[config.mk]
export PLATFORM = sky130hd
export DESIGN_NAME = week6_xor_parity_arbiter_flat
export DESIGN_NICKNAME = d
export VERILOG_FILES = /design/src/rtl/week6_xor_parity_arbiter_if.sv /design/src/rtl/week6_xor_parity_arbiter.sv /design/src/flat_wrapper.sv
export SDC_FILE = /design/constraint.sdc
export NUM_CORES = 1
export LEC_CHECK = 0
export ABC_AREA = 1
export ABC_CLOCK_PERIOD_IN_PS = 1300
export CAP_MARGIN = 20
export CORE_ASPECT_RATIO = 0.9
export CORE_UTILIZATION = 48
export DETAILED_ROUTE_END_ITERATION = 6
export PLACE_DENSITY = 0.77
export SLEW_MARGIN = 20
export SYNTH_ARGS = -nofsm -noshare
export SYNTH_HDL_FRONTEND = slang
export SYNTH_SLANG_ARGS = --single-unit
export TNS_END_PERCENT = 20
[constraint.sdc]
create_clock -name clk -period 1.3 [get_ports clk]
set_input_delay 0.195 -clock clk [delete_from_list [all_inputs] [get_ports clk]]
set_output_delay 0.195 -clock clk [all_outputs]
set_load 0.01 [all_outputs]
[src/rtl/week6_xor_parity_arbiter_if.sv]
// Request/grant/result bundle between two requesters and the shared serial
// parity engine.
interface week6_xor_parity_arbiter_if #(
   parameter int unsigned WIDTH = 8
);
   logic             req0;
   logic [WIDTH-1:0] data0;
   logic             req1;
   logic [WIDTH-1:0] data1;
   logic             gnt0;
   logic             gnt1;
   logic             busy;
   logic             done;
   logic             parity;
   logic             owner;

   modport master (
      output req0,
      output data0,
      output req1,
      output data1,
      input  gnt0,
      input  gnt1,
      input  busy,
      input  done,
      input  parity,
      input  owner
   );

   modport slave (
      input  req0,
      input  data0,
      input  req1,
      input  data1,
      output gnt0,
      output gnt1,
      output busy,
      output done,
      output parity,
      output owner
   );
endinterface

[src/rtl/week6_xor_parity_arbiter.sv]
// Round-robin arbiter sharing one bit-serial XOR accumulator between two
// requesters; reports the even-parity bit of the granted word with a done pulse.
module week6_xor_parity_arbiter #(
   parameter int unsigned WIDTH = 8
) (
   input  logic                        clk,
   input  logic                        rst_n,
   week6_xor_parity_arbiter_if.slave   bus
);
   localparam int unsigned CNT_W = $clog2(WIDTH) + 1;

   localparam logic [1:0] IDLE  = 2'd0;
   localparam logic [1:0] SHIFT = 2'd1;
   localparam logic [1:0] DONE  = 2'd2;

   logic [1:0]       state,  state_n;
   logic [WIDTH-1:0] sh,     sh_n;
   logic             acc,    acc_n;
   logic [CNT_W-1:0] cnt,    cnt_n;
   logic             last,   last_n;
   logic             gnt0,   gnt0_n;
   logic             gnt1,   gnt1_n;
   logic             busy,   busy_n;
   logic             done,   done_n;
   logic             parity, parity_n;
   logic             owner,  owner_n;
   logic             win;
   logic             any_req;

   // Winner selection: a lone request wins outright, a tie goes to the
   // requester that did not own the previous job.
   always_comb begin
      any_req = bus.req0 | bus.req1;
      win     = 1'b0;
      if (bus.req0 && bus.req1) begin
         win = ~last;
      end else begin
         win = bus.req1;
      end
   end

   // Next-state and next-output logic.
   always_comb begin
      state_n  = state;
      sh_n     = sh;
      acc_n    = acc;
      cnt_n    = cnt;
      last_n   = last;
      owner_n  = owner;
      parity_n = parity;
      gnt0_n   = 1'b0;
      gnt1_n   = 1'b0;
      done_n   = 1'b0;

      case (state)
         IDLE: begin
            if (any_req) begin
               sh_n    = win ? bus.data1 : bus.data0;
               acc_n   = 1'b0;
               cnt_n   = '0;
               owner_n = win;
               last_n  = win;
               gnt0_n  = ~win;
               gnt1_n  = win;
               state_n = SHIFT;
            end
         end

         SHIFT: begin
            acc_n = acc ^ sh[0];
            sh_n  = sh >> 1;
            cnt_n = cnt + CNT_W'(1);
            if (cnt == CNT_W'(WIDTH - 1)) begin
               parity_n = acc ^ sh[0];
               done_n   = 1'b1;
               state_n  = DONE;
            end
         end

         DONE: begin
            state_n = IDLE;
         end

         default: begin
            state_n = IDLE;
         end
      endcase

      busy_n = (state_n != IDLE);
   end

   always_ff @(posedge clk) begin
      if (!rst_n) begin
         state  <= IDLE;
         sh     <= '0;
         acc    <= 1'b0;
         cnt    <= '0;
         last   <= 1'b1;
         gnt0   <= 1'b0;
         gnt1   <= 1'b0;
         busy   <= 1'b0;
         done   <= 1'b0;
         parity <= 1'b0;
         owner  <= 1'b0;
      end else begin
         state  <= state_n;
         sh     <= sh_n;
         acc    <= acc_n;
         cnt    <= cnt_n;
         last   <= last_n;
         gnt0   <= gnt0_n;
         gnt1   <= gnt1_n;
         busy   <= busy_n;
         done   <= done_n;
         parity <= parity_n;
         owner  <= owner_n;
      end
   end

   assign bus.gnt0   = gnt0;
   assign bus.gnt1   = gnt1;
   assign bus.busy   = busy;
   assign bus.done   = done;
   assign bus.parity = parity;
   assign bus.owner  = owner;
endmodule

[src/flat_wrapper.sv]
// flat-port wrapper written by rule: the top's interface ports become plain ports
module week6_xor_parity_arbiter_flat 
#(
   parameter int unsigned WIDTH = 8
)
  (clk, rst_n, bus_req0, bus_data0, bus_req1, bus_data1, bus_gnt0, bus_gnt1, bus_busy, bus_done, bus_parity, bus_owner);
  week6_xor_parity_arbiter_if #(.WIDTH(WIDTH)) bus_i ();
  input  logic clk;
  input  logic rst_n;
  input wire logic [$bits(bus_i.req0)-1:0] bus_req0;
  input wire logic [$bits(bus_i.data0)-1:0] bus_data0;
  input wire logic [$bits(bus_i.req1)-1:0] bus_req1;
  input wire logic [$bits(bus_i.data1)-1:0] bus_data1;
  output wire logic [$bits(bus_i.gnt0)-1:0] bus_gnt0;
  output wire logic [$bits(bus_i.gnt1)-1:0] bus_gnt1;
  output wire logic [$bits(bus_i.busy)-1:0] bus_busy;
  output wire logic [$bits(bus_i.done)-1:0] bus_done;
  output wire logic [$bits(bus_i.parity)-1:0] bus_parity;
  output wire logic [$bits(bus_i.owner)-1:0] bus_owner;
  assign bus_i.req0 = bus_req0;
  assign bus_i.data0 = bus_data0;
  assign bus_i.req1 = bus_req1;
  assign bus_i.data1 = bus_data1;
  assign bus_gnt0 = bus_i.gnt0;
  assign bus_gnt1 = bus_i.gnt1;
  assign bus_busy = bus_i.busy;
  assign bus_done = bus_i.done;
  assign bus_parity = bus_i.parity;
  assign bus_owner = bus_i.owner;
  week6_xor_parity_arbiter #(.WIDTH(WIDTH)) u_core (.clk(clk), .rst_n(rst_n), .bus(bus_i));
endmodule
## Word level (Yosys, flattened, before mapping)

Index checks and enable logic that the tools add are counted.

- Memory bits (writable): 0
- Memory bits (read-only): 0
- Output and inout port bits: 6
- Bits of input ports: 20
- Memories: 0
- Register bits after elaboration: 22
- Latch bits: 0
- Word-level logic and storage cells: 40

- Multiplexer cells: 12
- Div/mod/pow operators: 0
- Order comparisons: 0
- Add/sub/neg operators: 1
- Equal/unequal tests: 3
- Shifts and indexed selects: 0
- Reductions and logical operators: 9
- Multiply operators: 0
- Bitwise logic cells: 4

Operators by type and width:

| operator | count |
|---|---|
| 8-bit two-way mux | 2 |
| 8-bit case mux with 2 select lines | 1 |
| 4-bit case mux with 2 select lines | 1 |
| 2-bit AND reduction | 4 |
| 4-bit by 1-bit adder with 4-bit output, second input constant | 1 |
| 4-bit by 3-bit == test with 1-bit output, second input constant | 1 |
| 2-bit two-way mux | 2 |
| 4-bit two-way mux | 1 |
| 2-bit case mux with 2 select lines | 1 |
| 2-bit nonzero test | 2 |
| 1-bit two-way mux | 3 |
| 3-bit AND reduction | 1 |
| 2-bit by 1-bit == test with 1-bit output, second input constant | 1 |
| 2-bit zero test | 1 |
| 2-bit by 1-bit != test with 1-bit output, second input constant | 1 |
| 1-bit NOT | 2 |
| 1-bit case mux with 2 select lines | 1 |
| 1-bit logical AND | 1 |
| 1-bit bitwise OR | 1 |
| 1-bit XOR | 1 |

## Depth between registers and ports, before layout

- Depth in word-level cells: 5
- Gate-level depth with buffers: 8

## Least setup slack after synthesis

OpenSTA, ideal clock, no wires.

- Kind: flip-flop to flip-flop
- From: register u_core.cnt[0]
- To: register u_core.parity (netlist: u_core.bus.parity)
- Period minus slack after synthesis: 1.074 ns
- Stages on the path, launching flop included: 7
- Arrival: 0.959 ns
- Path slack: 0.226 ns
- Setup time: 0.115 ns
- Data required time: 1.185 ns
- Buffers on the path: 0
- Cell sequence: dfxtp_1 -> ha_1 -> nand2_1 -> nor2_1 -> nand2_2 -> o21ai_1 -> nor2_1

- Cells in the longest elaborated chain, start to end: 2

Ends and longest elaborated chain:

| what | line | RTL |
|---|---|---|
| start, declared | week6_xor_parity_arbiter.sv:19 | `logic [CNT_W-1:0] cnt, cnt_n;` |
| start signal, assigned | week6_xor_parity_arbiter.sv:109 | `cnt <= cnt_n;` |
| 4-bit by 3-bit == test with 1-bit output | week6_xor_parity_arbiter.sv:73 | `if (cnt == CNT_W'(WIDTH - 1)) begin` |
| 2-bit AND reduction (no line) | n/a |  |
| end signal, assigned | week6_xor_parity_arbiter.sv:115 | `parity <= parity_n;` |
| end, declared | week6_xor_parity_arbiter.sv:25 | `logic parity, parity_n;` |

No other way between the ends.
A chain may end at the register's enable or synchronous reset.

## Worst setup path in the final report

- From: input port bus_req1
- To: register u_core.sh[6]

- Cells in the longest elaborated chain, start to end: 5
- Elaborated cells on any way between the ends: 8
- Those cells by class: eq/ne: 1; mux: 4; bitwise: 1; reduce/logical: 2

Ends and longest elaborated chain:

| what | line | RTL |
|---|---|---|
| start, declared | flat_wrapper.sv:12 | `input wire logic [$bits(bus_i.req1)-1:0] bus_req1;` |
| 1-bit logical AND | week6_xor_parity_arbiter.sv:35 | `if (bus.req0 && bus.req1) begin` |
| 1-bit two-way mux | week6_xor_parity_arbiter.sv:35 |  |
| 8-bit two-way mux | week6_xor_parity_arbiter.sv:58 | `sh_n = win ? bus.data1 : bus.data0;` |
| 8-bit two-way mux | week6_xor_parity_arbiter.sv:57 | `if (any_req) begin` |
| 8-bit case mux with 2 select lines | week6_xor_parity_arbiter.sv:55 | `case (state)` |
| end signal, assigned | week6_xor_parity_arbiter.sv:107 | `sh <= sh_n;` |
| end, declared | week6_xor_parity_arbiter.sv:17 | `logic [WIDTH-1:0] sh, sh_n;` |

Parallel ways exist; a longest one is shown, timed or not. The select of a mux whose other input is x is not followed.

==> impl_metrics.yaml <==
worst_setup_path:
  reg2reg_setup_slack_ns: 0.13
  cp-start-kind: "input port"
  worstSetupPathType: "in2reg"
  timing.rr.start: "u_core.state[1]$_SDFF_PN0_"
  required_ns: 1.51
  arrival_ns: 1.39
  critPathCaptureType: "register"
  crit_start: "bus_req1"
  crit_fanout: 7
logic_synthesis:
  synthMuxAreaShare_pct: 0
  synth_most_common_cell: "nand2_1"
  seq_area_frac_synth_pct: 41.4
  yosys.area.top_type: "dfxtp_1"
  ys_types: 22
  synth-edff-count: 0
  synthSimpleGateAreaFrac_pct: 35.3
  synth_top_cell_area_share_pct: 41.4
  synth_top_family_by_area: "simple AND/OR/NAND/NOR gates"
  async_flop_share_pct: 0
  yosys_warnings: 0
  netlist_instances: 150
  netlist_area_sq_mm: 0.00106
  synth-adder-area-share_pct: 1.18
  synth_compound_area_share_pct: 11.2
  synthTopCellsByArea: "dfxtp_1 41%, nand2_1 12%, inv_1 6.7%, nor2_1 6.7%, nand3_1 5.6%"
  synth-seq-cells: 22
  yosys-top-cells-count: "34 x nand2_1, 22 x dfxtp_1, 19 x inv_1, 19 x nor2_1, 12 x nand3_1"
  yosys_most_used_dff: "dfxtp_1"
  synth_fp_nets: 171
  synth_xor_area_share_pct: 0.823
  avgSynthCellArea_sq_um: 7.10
grt:
  antenna_found_initial: 0
  grt_max_degree: 13
  groute.usage.overall_pct: 20.3
  grt_pass1_wl_um: 3530
  grt.overflow.total: 0
  grt_pass1_vias: 888
clocking:
  clock_path_buffers: 2
  cts_tree: "built"
  worstSkewPairLatency_ns: 0.30
  cts-buffers-inserted: 3
  clk_pin_slew_ns: 0.12
  cts-htree-levels: 1
  cts-root-buf: "clkbuf_4"
  post_cts_buffers: 0
  clkSinkCount: 22
placed_design:
  pre_cts_ws_ns: -0.218
  dp_hpwl_um: 1760
  dpl.cell_count: 203
  gp_congestion: 0.838
  io_buffer_count: 25
layout:
  nets: 204
  multi_input_area_sq_um: 515
  areaGrowthSynthToFinish_pct: 32.0
  diodes: 0
  drive_gt1_share_pct: 13.2
  seqCellArea_sq_um: 440
  final_cell_count_no_fill: 207
  fill_cells: 175
floorplanning:
  die_h_um: 46.7
  dieWidth_um: 51.6
  dieArea_sq_mm: 0.00241
  core_area_sq_mm: 0.00201
  ioPinCount: 26
  floorplan.rows: 15
  initial_core_util_pct: 53.0
sta:
  skew_ns: 0.00201
  tightest_slew_ns: 0.302
  finalHoldViolCount: 0
  setup_violations: 0
  fin_tns_setup_ns: 0
  grt_setup_unrepaired: "false"
  drv_slew: 0
  max_freq_mhz: 852
  timing.hold.ws_ns: 0.462
  relSlewSlack_pct: 79.9
  final.period_utilization_pct: 90.2
  timing.final.ws_setup_ns: 0.127
  finalCriticalPeriod_ns: 1.17
status:
  status: "completed"
pwr:
  worst_ir_drop_vdd_mv: 0.824
  leakagePower_uw: 0.000691
  pwr_density_cell_mw_per_mm2: 984
  finalPower_uw: 1380
hold_path:
  hold_class: "reg2reg"
  hold_start: "u_core.sh[2]$_SDFFE_PN0P_"
run:
  cap_violations: 0
route:
  wl_per_cell_um: 10.7
  drc_errors: 0
  via_per_inst: 4.82
  vias: 997
  drt_iter0_drc: 16
  finalWirelength_um: 2210
  final_antenna_net_count: 0
  drt_pre_antenna_iters: 4
-- kinds of logic (layout without fill, tap and decap cells) --
| logic type | count (synthesis) | count (layout) |
|---|---|---|
| AND/OR/NAND/NOR | 79 | 79 |
| XOR/XNOR | 1 | 1 |
| buffers and inverters | 24 | 56 |
| flip-flops | 22 | 22 |
| adder cells (fa/ha/maj) | 1 | 1 |
| AO/OA/AOI/OAI | 23 | 23 |
-- worst paths after layout --
path                           endpoint  cells after the start
max reg2reg  u_core.cnt[2]$_SDFFE_PN0P_                      6
min           u_core.sh[2]$_SDFFE_PN0P_                      2
max           u_core.sh[6]$_SDFFE_PN0P_                      6
min reg2reg   u_core.sh[2]$_SDFFE_PN0P_                      2
-- power breakdown --
group / leakage [uW] / total, uW / switching (uW) / internal [uW]
Sequential: 0.000181 / 740 / 25.2 / 715
Combinational: 0.000489 / 267 / 135 / 132
Clock: 0.0000210 / 376 / 205 / 171
Total: 0.000691 / 1380 / 365 / 1020
-- routing by layer --
layer / GRT usage, % / share of wire [%]
met2: 35.8 / 47
met4: 4.86 / 0.63
met1: 24.3 / 47
met5: 0 / 0
met3: 6.27 / 4.9
-- worst max-delay path: stages --
cell             delay [ns]
clkdlybuf4s50_1        0.63
nor2_4                 0.09
nor2_4                 0.18
inv_1                  0.11
nor2_1                 0.13
nor2_1                 0.05
-- metrics by stage --
stage | util, % | instance area, sq um
6_report | 70.0 | 1410
5_1_grt | 70.0 | 1410
4_1_cts | 70.0 | 1410
3_3_place_gp | 68.5 | 1380
2_1_floorplan | - | 1060
3_5_place_dp | 68.5 | 1380
-- state kept, by name, indices dropped and copies added, names as in the netlist --
register / cells
u_core.acc: 1
u_core.bus.busy: 1
u_core.bus.done: 1
u_core.bus.gnt0: 1
u_core.bus.gnt1: 1
u_core.bus.owner: 1
u_core.bus.parity: 1
u_core.cnt: 4
u_core.last: 1
u_core.sh: 8
u_core.state: 2
-- timing repair --
| item | 4_1_cts | 5_1_grt |
|---|---|---|
| hold buffers | 0 | 0 |
| gates resized for setup | 6 | 0 |
| setup endpoints to repair | 6 | 0 |
-- cells in the final DEF, fill, tap and decap left out, drive strengths merged --
| cell type | count |
|---|---|
| a21oi | 9 |
| buf | 6 |
| clkbuf | 4 |
| clkdlybuf4s50 | 19 |
| dfxtp | 22 |
| dlygate4sd2 | 6 |
| ha | 1 |
| inv | 21 |
| nand2 | 40 |
| nand3 | 12 |
| nand4 | 2 |
| nor2 | 23 |
| nor3 | 1 |
| o21ai | 14 |
| or2 | 1 |
| xor2 | 1 |
-- area by class of cell --
cell class	count	share of cell area, %
inverters	21	5.79
clock buffers	4	2.58
well taps	25	2.23
repair buffers	31	21.4
multi-input cells	104	36.7
flip-flops and latches	22	31.3
Note: power is estimated with default switching activity, not from simulation.
